$ cat src/rtl/cpu_pkg.sv
// Shared constants for the multi-cycle CPU sequencer: opcodes, state
// encoding, mux select encodings and the one-hot opcode class layout.
package cpu_pkg;

  localparam logic [6:0] OP_R      = 7'b0110011;
  localparam logic [6:0] OP_CUST   = 7'b0001011;
  localparam logic [6:0] OP_IALU   = 7'b0010011;
  localparam logic [6:0] OP_LUI    = 7'b0110111;
  localparam logic [6:0] OP_AUIPC  = 7'b0010111;
  localparam logic [6:0] OP_JALR   = 7'b1100111;
  localparam logic [6:0] OP_LOAD   = 7'b0000011;
  localparam logic [6:0] OP_BRANCH = 7'b1100011;
  localparam logic [6:0] OP_STORE  = 7'b0100011;
  localparam logic [6:0] OP_JAL    = 7'b1101111;

  localparam logic [2:0] ST_FETCH  = 3'd0;
  localparam logic [2:0] ST_DECODE = 3'd1;
  localparam logic [2:0] ST_EXEC   = 3'd2;
  localparam logic [2:0] ST_MEM    = 3'd3;
  localparam logic [2:0] ST_WB     = 3'd4;
  localparam logic [2:0] ST_TRAP   = 3'd5;

  localparam logic [1:0] PC_SRC_PLUS4 = 2'd0;
  localparam logic [1:0] PC_SRC_IMM   = 2'd1;
  localparam logic [1:0] PC_SRC_JALR  = 2'd2;

  localparam logic [1:0] WB_SRC_ALU = 2'd0;
  localparam logic [1:0] WB_SRC_MEM = 2'd1;
  localparam logic [1:0] WB_SRC_PC4 = 2'd2;

  // Bit positions inside the one-hot class vector
  localparam int CLS_R      = 0;
  localparam int CLS_CUST   = 1;
  localparam int CLS_IALU   = 2;
  localparam int CLS_LUI    = 3;
  localparam int CLS_AUIPC  = 4;
  localparam int CLS_JALR   = 5;
  localparam int CLS_LOAD   = 6;
  localparam int CLS_BRANCH = 7;
  localparam int CLS_STORE  = 8;
  localparam int CLS_JAL    = 9;
  localparam int NUM_CLS    = 10;

  typedef logic [NUM_CLS-1:0] opclass_t;

  typedef struct packed {
    logic       imm_control;
    logic       ir_write;
    logic       pc_write;
    logic [1:0] pc_src;
    logic       alu_src;
    logic       mem_read;
    logic       mem_write;
    logic       reg_write;
    logic [1:0] mem_to_reg;
    logic       illegal;
  } ctrl_t;

endpackage

$ cat src/rtl/opclass_decode.sv
// Maps a 7-bit opcode onto a one-hot instruction class; unknown opcodes
// produce an all-zero class vector with illegal set.
module opclass_decode
  import cpu_pkg::*;
(
  input  logic [6:0] op,
  output opclass_t   op_class,
  output logic       illegal
);

  // Pure lookup from opcode to class bit
  always_comb begin
    op_class = '0;
    illegal  = 1'b0;
    case (op)
      OP_R:      op_class[CLS_R]      = 1'b1;
      OP_CUST:   op_class[CLS_CUST]   = 1'b1;
      OP_IALU:   op_class[CLS_IALU]   = 1'b1;
      OP_LUI:    op_class[CLS_LUI]    = 1'b1;
      OP_AUIPC:  op_class[CLS_AUIPC]  = 1'b1;
      OP_JALR:   op_class[CLS_JALR]   = 1'b1;
      OP_LOAD:   op_class[CLS_LOAD]   = 1'b1;
      OP_BRANCH: op_class[CLS_BRANCH] = 1'b1;
      OP_STORE:  op_class[CLS_STORE]  = 1'b1;
      OP_JAL:    op_class[CLS_JAL]    = 1'b1;
      default:   illegal              = 1'b1;
    endcase
  end

endmodule

$ cat src/rtl/cpu_sequencer.sv
// Multi-cycle CPU control sequencer. Fetches an instruction, latches its
// opcode, and steps through decode/execute/memory/writeback issuing
// combinational control strobes.
//
// state  | meaning
// FETCH  | memRead until memReady, latch opcode, pulse irWrite
// DECODE | immediate decoder on, route illegal opcodes to TRAP
// EXEC   | ALU operand select, branch/jump pc update
// MEM    | load or store until memReady
// WB     | register write, sequential pc update for non-jumps
// TRAP   | illegal held, only reset leaves
module cpu_sequencer
  import cpu_pkg::*;
(
  input  logic        clk,
  input  logic        reset,
  input  logic [31:0] instr,
  input  logic        memReady,
  input  logic        branchTaken,
  output logic        immControl,
  output logic        irWrite,
  output logic        pcWrite,
  output logic [1:0]  pcSrc,
  output logic        aluSrc,
  output logic        memRead,
  output logic        memWrite,
  output logic        regWrite,
  output logic [1:0]  memToReg,
  output logic        illegal,
  output logic [2:0]  state
);

  logic [2:0] state_q, state_d;
  logic [6:0] op_q, op_d;
  opclass_t   cls;
  logic       op_illegal;
  ctrl_t      ctrl;
  logic       is_jump;

  // Only the opcode field matters to sequencing
  logic unused_instr_hi;
  assign unused_instr_hi = ^instr[31:7];

  opclass_decode u_opclass_decode (
    .op       (op_q),
    .op_class (cls),
    .illegal  (op_illegal)
  );

  assign is_jump = cls[CLS_JAL] | cls[CLS_JALR];

  // Next-state and control strobes; reset overrides everything so that
  // strobes drop in the same cycle reset is seen
  always_comb begin
    state_d = state_q;
    op_d    = op_q;
    ctrl    = '0;
    case (state_q)
      ST_FETCH: begin
        ctrl.mem_read = 1'b1;
        if (memReady) begin
          ctrl.ir_write = 1'b1;
          op_d          = instr[6:0];
          state_d       = ST_DECODE;
        end
      end
      ST_DECODE: begin
        ctrl.imm_control = 1'b1;
        state_d          = op_illegal ? ST_TRAP : ST_EXEC;
      end
      ST_EXEC: begin
        ctrl.imm_control = 1'b1;
        ctrl.alu_src     = ~(cls[CLS_R] | cls[CLS_CUST] | cls[CLS_BRANCH]);
        if (cls[CLS_BRANCH]) begin
          ctrl.pc_write = 1'b1;
          ctrl.pc_src   = branchTaken ? PC_SRC_IMM : PC_SRC_PLUS4;
          state_d       = ST_FETCH;
        end else if (cls[CLS_JAL]) begin
          ctrl.pc_write = 1'b1;
          ctrl.pc_src   = PC_SRC_IMM;
          state_d       = ST_WB;
        end else if (cls[CLS_JALR]) begin
          ctrl.pc_write = 1'b1;
          ctrl.pc_src   = PC_SRC_JALR;
          state_d       = ST_WB;
        end else if (cls[CLS_LOAD] | cls[CLS_STORE]) begin
          state_d = ST_MEM;
        end else begin
          state_d = ST_WB;
        end
      end
      ST_MEM: begin
        if (cls[CLS_LOAD]) begin
          ctrl.mem_read = 1'b1;
          if (memReady) state_d = ST_WB;
        end else if (cls[CLS_STORE]) begin
          ctrl.mem_write = 1'b1;
          if (memReady) begin
            ctrl.pc_write = 1'b1;
            ctrl.pc_src   = PC_SRC_PLUS4;
            state_d       = ST_FETCH;
          end
        end else begin
          state_d = ST_FETCH;
        end
      end
      ST_WB: begin
        ctrl.reg_write = 1'b1;
        if (cls[CLS_LOAD]) ctrl.mem_to_reg = WB_SRC_MEM;
        else if (is_jump)  ctrl.mem_to_reg = WB_SRC_PC4;
        else               ctrl.mem_to_reg = WB_SRC_ALU;
        if (!is_jump) begin
          ctrl.pc_write = 1'b1;
          ctrl.pc_src   = PC_SRC_PLUS4;
        end
        state_d = ST_FETCH;
      end
      ST_TRAP: begin
        ctrl.illegal = 1'b1;
      end
      default: begin
        state_d = ST_FETCH;
      end
    endcase
    if (reset) begin
      state_d = ST_FETCH;
      op_d    = '0;
      ctrl    = '0;
    end
  end

  // State and opcode registers
  always_ff @(posedge clk) begin
    state_q <= state_d;
    op_q    <= op_d;
  end

  assign immControl = ctrl.imm_control;
  assign irWrite    = ctrl.ir_write;
  assign pcWrite    = ctrl.pc_write;
  assign pcSrc      = ctrl.pc_src;
  assign aluSrc     = ctrl.alu_src;
  assign memRead    = ctrl.mem_read;
  assign memWrite   = ctrl.mem_write;
  assign regWrite   = ctrl.reg_write;
  assign memToReg   = ctrl.mem_to_reg;
  assign illegal    = ctrl.illegal;
  assign state      = state_q;

endmodule
$ cat config.mk
export PLATFORM = sky130hd
export DESIGN_NAME = cpu_sequencer
export DESIGN_NICKNAME = d
export VERILOG_FILES = /design/src/rtl/cpu_pkg.sv /design/src/rtl/opclass_decode.sv /design/src/rtl/cpu_sequencer.sv
export SDC_FILE = /design/constraint.sdc
export NUM_CORES = 1
export LEC_CHECK = 0
export ABC_AREA = 1
export CAP_MARGIN = 15
export CELL_PAD_IN_SITES_DETAIL_PLACEMENT = 1
export CELL_PAD_IN_SITES_GLOBAL_PLACEMENT = 2
export CORE_UTILIZATION = 18
export DETAILED_ROUTE_END_ITERATION = 10
export PLACE_DENSITY = 0.85
export SKIP_CTS_REPAIR_TIMING = 1
export SLEW_MARGIN = 25
export SYNTH_ARGS = -nofsm -noshare
export SYNTH_HDL_FRONTEND = slang
export SYNTH_SLANG_ARGS = --single-unit
$ cat constraint.sdc
create_clock -name clk -period 3.1 [get_ports clk]
set_input_delay 0.465 -clock clk [delete_from_list [all_inputs] [get_ports clk]]
set_output_delay 0.465 -clock clk [all_outputs]
set_load 0.1 [all_outputs]
Yosys cells after proc, flatten, opt, wreduce, memory -nomap -nowiden
Cells that the tools add are included.

Output and inout port bits: 15. Input bits: 36. Logic and storage cells: 72. Register bits after elaboration: 10.

Reductions and logical operators: 5. Bitwise logic cells: 6. Equal/unequal tests: 18. Multiplexer cells: 41.

Operator list (count): $mux 3 (18); $eq 7x6->1 const B (3); $eq 7x7->1 const B (3); $mux 1 (17); $pmux 3 s5 (1); $eq 7x5->1 const B (2); $mux 12 (1); $reduce_or 10->1 (1); $pmux 3 s3 (1); $eq 7x2->1 const B (1); $eq 7x4->1 const B (1); $eq 3x2->1 const B (2); $eq 3x3->1 const B (2); $ne 3x3->1 const B (2); $mux 2 (2); $or 1x1->1 (4); $reduce_and 4->1 (1); $eq 3x1->1 const B (1); $logic_not 3->1 (1); $ne 2x2->1 const B (1); $not 1->1 (2); $pmux 1 s2 (1); $reduce_and 2->1 (1); $reduce_or 2->1 (1).

Depth between registers and ports, before layout
Depth after elaboration: 8. Gate-level depth with buffers: 11. Depth with buffers taken out: 11.

Modules after synthesis
From an unflattened synthesis, not the netlist that was laid out.

Cell total of the unflattened synthesis: 147. Area total of the unflattened synthesis: 847.1 um^2.

By module, submodules not included: cpu_sequencer (cells an instance 111, area each 664.4 um^2, seq. area each 200.2 um^2, instances 1); opclass_decode (cells an instance 36, area each 182.7 um^2, seq. area each 0.0 um^2, instances 1).

Least setup slack after synthesis
OpenSTA, ideal clock, no wires.

Path type: register to output. From: register state_q[2], in the netlist state[2]. To: output port memToReg[1]. Data arrival time: 4.749 ns. Cell stages (with the launch flop): 5. Data required time: 2.635 ns. Buffers on the path: 0. Slack: -2.114 ns. Cell sequence: dfxtp_1 nand2_1 nor2_1 inv_1 nor3_1.

Word-level cells in the longest chain between the ends: 3.

RTL lines: from (decl) (RTL line cpu_sequencer.sv:33) `logic [2:0] state_q, state_d;`; from (signal assigned) (RTL line cpu_sequencer.sv:134) `state_q <= state_d;`; $eq 3x3->1 (RTL line cpu_sequencer.sv:58) `case (state_q)`; $mux 3 (RTL line cpu_sequencer.sv:58); $mux 12 (RTL line cpu_sequencer.sv:125) `if (reset) begin`; to (decl) (RTL line cpu_sequencer.sv:28) `output logic [1:0] memToReg,`.

Every way passes these cells.

Worst setup path in the final report
From: input port reset. To: output port aluSrc.

Word-level cells in the longest chain between the ends: 1.

RTL lines: from (decl) (RTL line cpu_sequencer.sv:16) `input logic reset,`; $mux 12 (RTL line cpu_sequencer.sv:125); to (decl) (RTL line cpu_sequencer.sv:24) `output logic aluSrc,`.

Every way passes these cells.

==> results.tsv <==
metric	value	unit
status	complete, no violations	
endpoint_kind	output pin	
antenna_found_initial	0	
cts_sinks	10	
path_class	in2out	
htree_levels	1	
yosysTopAreaCell	dfxtp_1	
syn_area	815	µm²
layout-drive-gt1-share	39.0	%
drc	0	
synthArstFlopShare	0	%
placed_cells	207	
dieHeight	69.3	µm
yosys_most_used_dff	dfxtp_1	
avgViaCountPerCell	4.21	
hold_depth	2	
syn_inst	131	
gp_congestion	0.782	
drv_slew	0	
detail-route-antenna-nets	0	
totalWireLength	2280	µm
ys_seq_elements	10	
crit_fanout	8	
nFillCells	534	
synth_edf_count	0	
dr.pass1.iters	3	
wl_per_cell	10.8	µm
hold_path_class	reg2reg	
pin_count	51	
ctsRootBufferMaster	clkbuf_8	
cp_cell_sequence	clkdlybuf4s50_1, inv_1, nand2_1, nor3_4, buf_12	
die_w	69.3	µm
synth_cell_type_count	21	
crit_path_top_delay_cell	clkdlybuf4s50_1	
io_buffers	25	
timing.final.ws_setup	682	ps
p_per_area	482	mW/mm²
gr-total-overflow	0	
synthTopCellsByArea	dfxtp_1 (25%), nand2_1 (13%), nor2_1 (9.2%), nand2_4 (6.9%), a21oi_1 (6.1%)	
max_stage_delay	580	ps
dp_hpwl	1940	µm
period_share	78.0	%
fin_crit	2420	ps
dieArea	0.00480	mm²
ctsLongestPathBuffers	2	
max_cap_viol_count	0	
peakVddDrop	0.121	mV
core	0.00435	mm²
vias	889	
synth_nets	167	
required	2630	ps
worst_slew_pin_slew	420	ps
skew	0.368	ps
nets	196	
instances_no_fill	211	
cp_num_cells	5	
grt_pass1_wl	3910	µm
place_ws	638	ps
track_usage	10.2	%
seq_area_frac_synth	24.6	%
area_growth	57.1	%
row_count	24	
grt_max_degree	14	
clk_pin_slew	50	ps
first_global_vias	955	
p_leak	0.594	nW
rsz0062_at_grt	false	
cts_tree	built	
utilization	29.4	%
drtIter0Drc	36	
cts_buffers	3	
reg2reg_depth	6	
setup_viol	0	
ys_warn_count	0	
arrival	1950	ps
cpLargestDelayFamily	buffers and inverters	
clock_latency	240	ps
fmaxAchievable	414	MHz
path_buf_inv	3	
relSlewSlack	71.8	%
start_util	18.7	%
synth_top_area_share	24.6	%
finalHoldViolCount	0	
n_antenna_cell	0	
avgSynthCellArea	6.22	µm²
start_kind	input pin	
## flip-flops by register name, summed over array words and instances (netlist names)
signal,count
op_q,7
state,3
## logic make-up after synthesis
kind of cell,share of synthesized area [%]
AND/OR/NAND/NOR,49.3
flip-flops,24.6
AO/OA/AOI/OAI,15.1
buffers and inverters,11.1
## layout by cell type (no fill, tap or decap), types with 2 or more instances in the layout
master            n
a21oi_1           9
a21oi_2           4
buf_12            7
buf_4             9
clkbuf_8          4
clkdlybuf4s50_1  10
dfxtp_1          10
inv_1             9
inv_2            11
nand2_1          28
nand2_2           5
nand2_4           5
nand3_1           7
nand3_2           4
nor2_1           13
nor2_2            8
nor2_4            2
nor3_4            2
o21ai_0           5
o21ai_1           3
## stage by stage
step                power (mW)  TNS (ps)  cell area [µm²]  hold WS [ps]
floorplan                0.385      -301              863           474
global placement         0.452         0             1220           488
detailed placement       0.454         0             1220           494
CTS                      0.624         0             1280           502
global route             0.652         0             1280           525
finish                   0.616         0             1280           497
## path summary, 6_finish.rpt
kind	startpoint	endpoint	slack, ps
worst min register to register	op_q[1]	op_q[1]	500
worst max-delay path	reset	aluSrc	680
worst min-delay path	op_q[1]	op_q[1]	500
worst max register to register	state[1]	op_q[5]	1750
## area by class of cell
cell class / instances / area, µm² / share of cell area, %
flip-flops and latches: 10 / 200 / 15.6
well taps: 52 / 65.1 / 5.08
clock buffers: 4 / 55.1 / 4.30
repair buffers: 26 / 308 / 24.0
inverters: 21 / 78.8 / 6.16
multi-input cells: 98 / 573 / 44.8
## worst register-to-register path, cell delays in order, from the launching register on
cell and delay, ps:
dfxtp_1 360, nor2_1 160, nand2_1 100, inv_2 100, nand2_1 210, o21ai_0 230, a21oi_1 60
## cells in the mapped netlist (2+ instances only)
| cell | n |
|---|---|
| a21oi_1 | 10 |
| a21oi_2 | 3 |
| dfxtp_1 | 10 |
| inv_1 | 9 |
| inv_2 | 11 |
| nand2_1 | 28 |
| nand2_2 | 5 |
| nand2_4 | 5 |
| nand3_1 | 7 |
| nand3_2 | 4 |
| nor2_1 | 20 |
| nor2_2 | 2 |
| nor3_1 | 3 |
| o21ai_0 | 5 |
| o21ai_1 | 3 |
## power breakdown
part	internal (mW)	switching, mW
clock	0.112	0.0540
sequential	0.148	0.0194
combinational	0.0788	0.205
## layer usage
| layer | track usage (%) | wire, µm | vias up | share of wire [%] |
|---|---|---|---|---|
| met5 | 0 | 0 | - | 0 |
| met4 | 6.12 | 51 | 0 | 2.2 |
| met3 | 0.872 | 45 | 4 | 2.0 |
| met2 | 18.1 | 1120 | 15 | 49 |
| met1 | 11.9 | 1060 | 401 | 47 |
| li1 | - | - | 469 | - |
No activity file was read; power rests on OpenSTA's default activity.
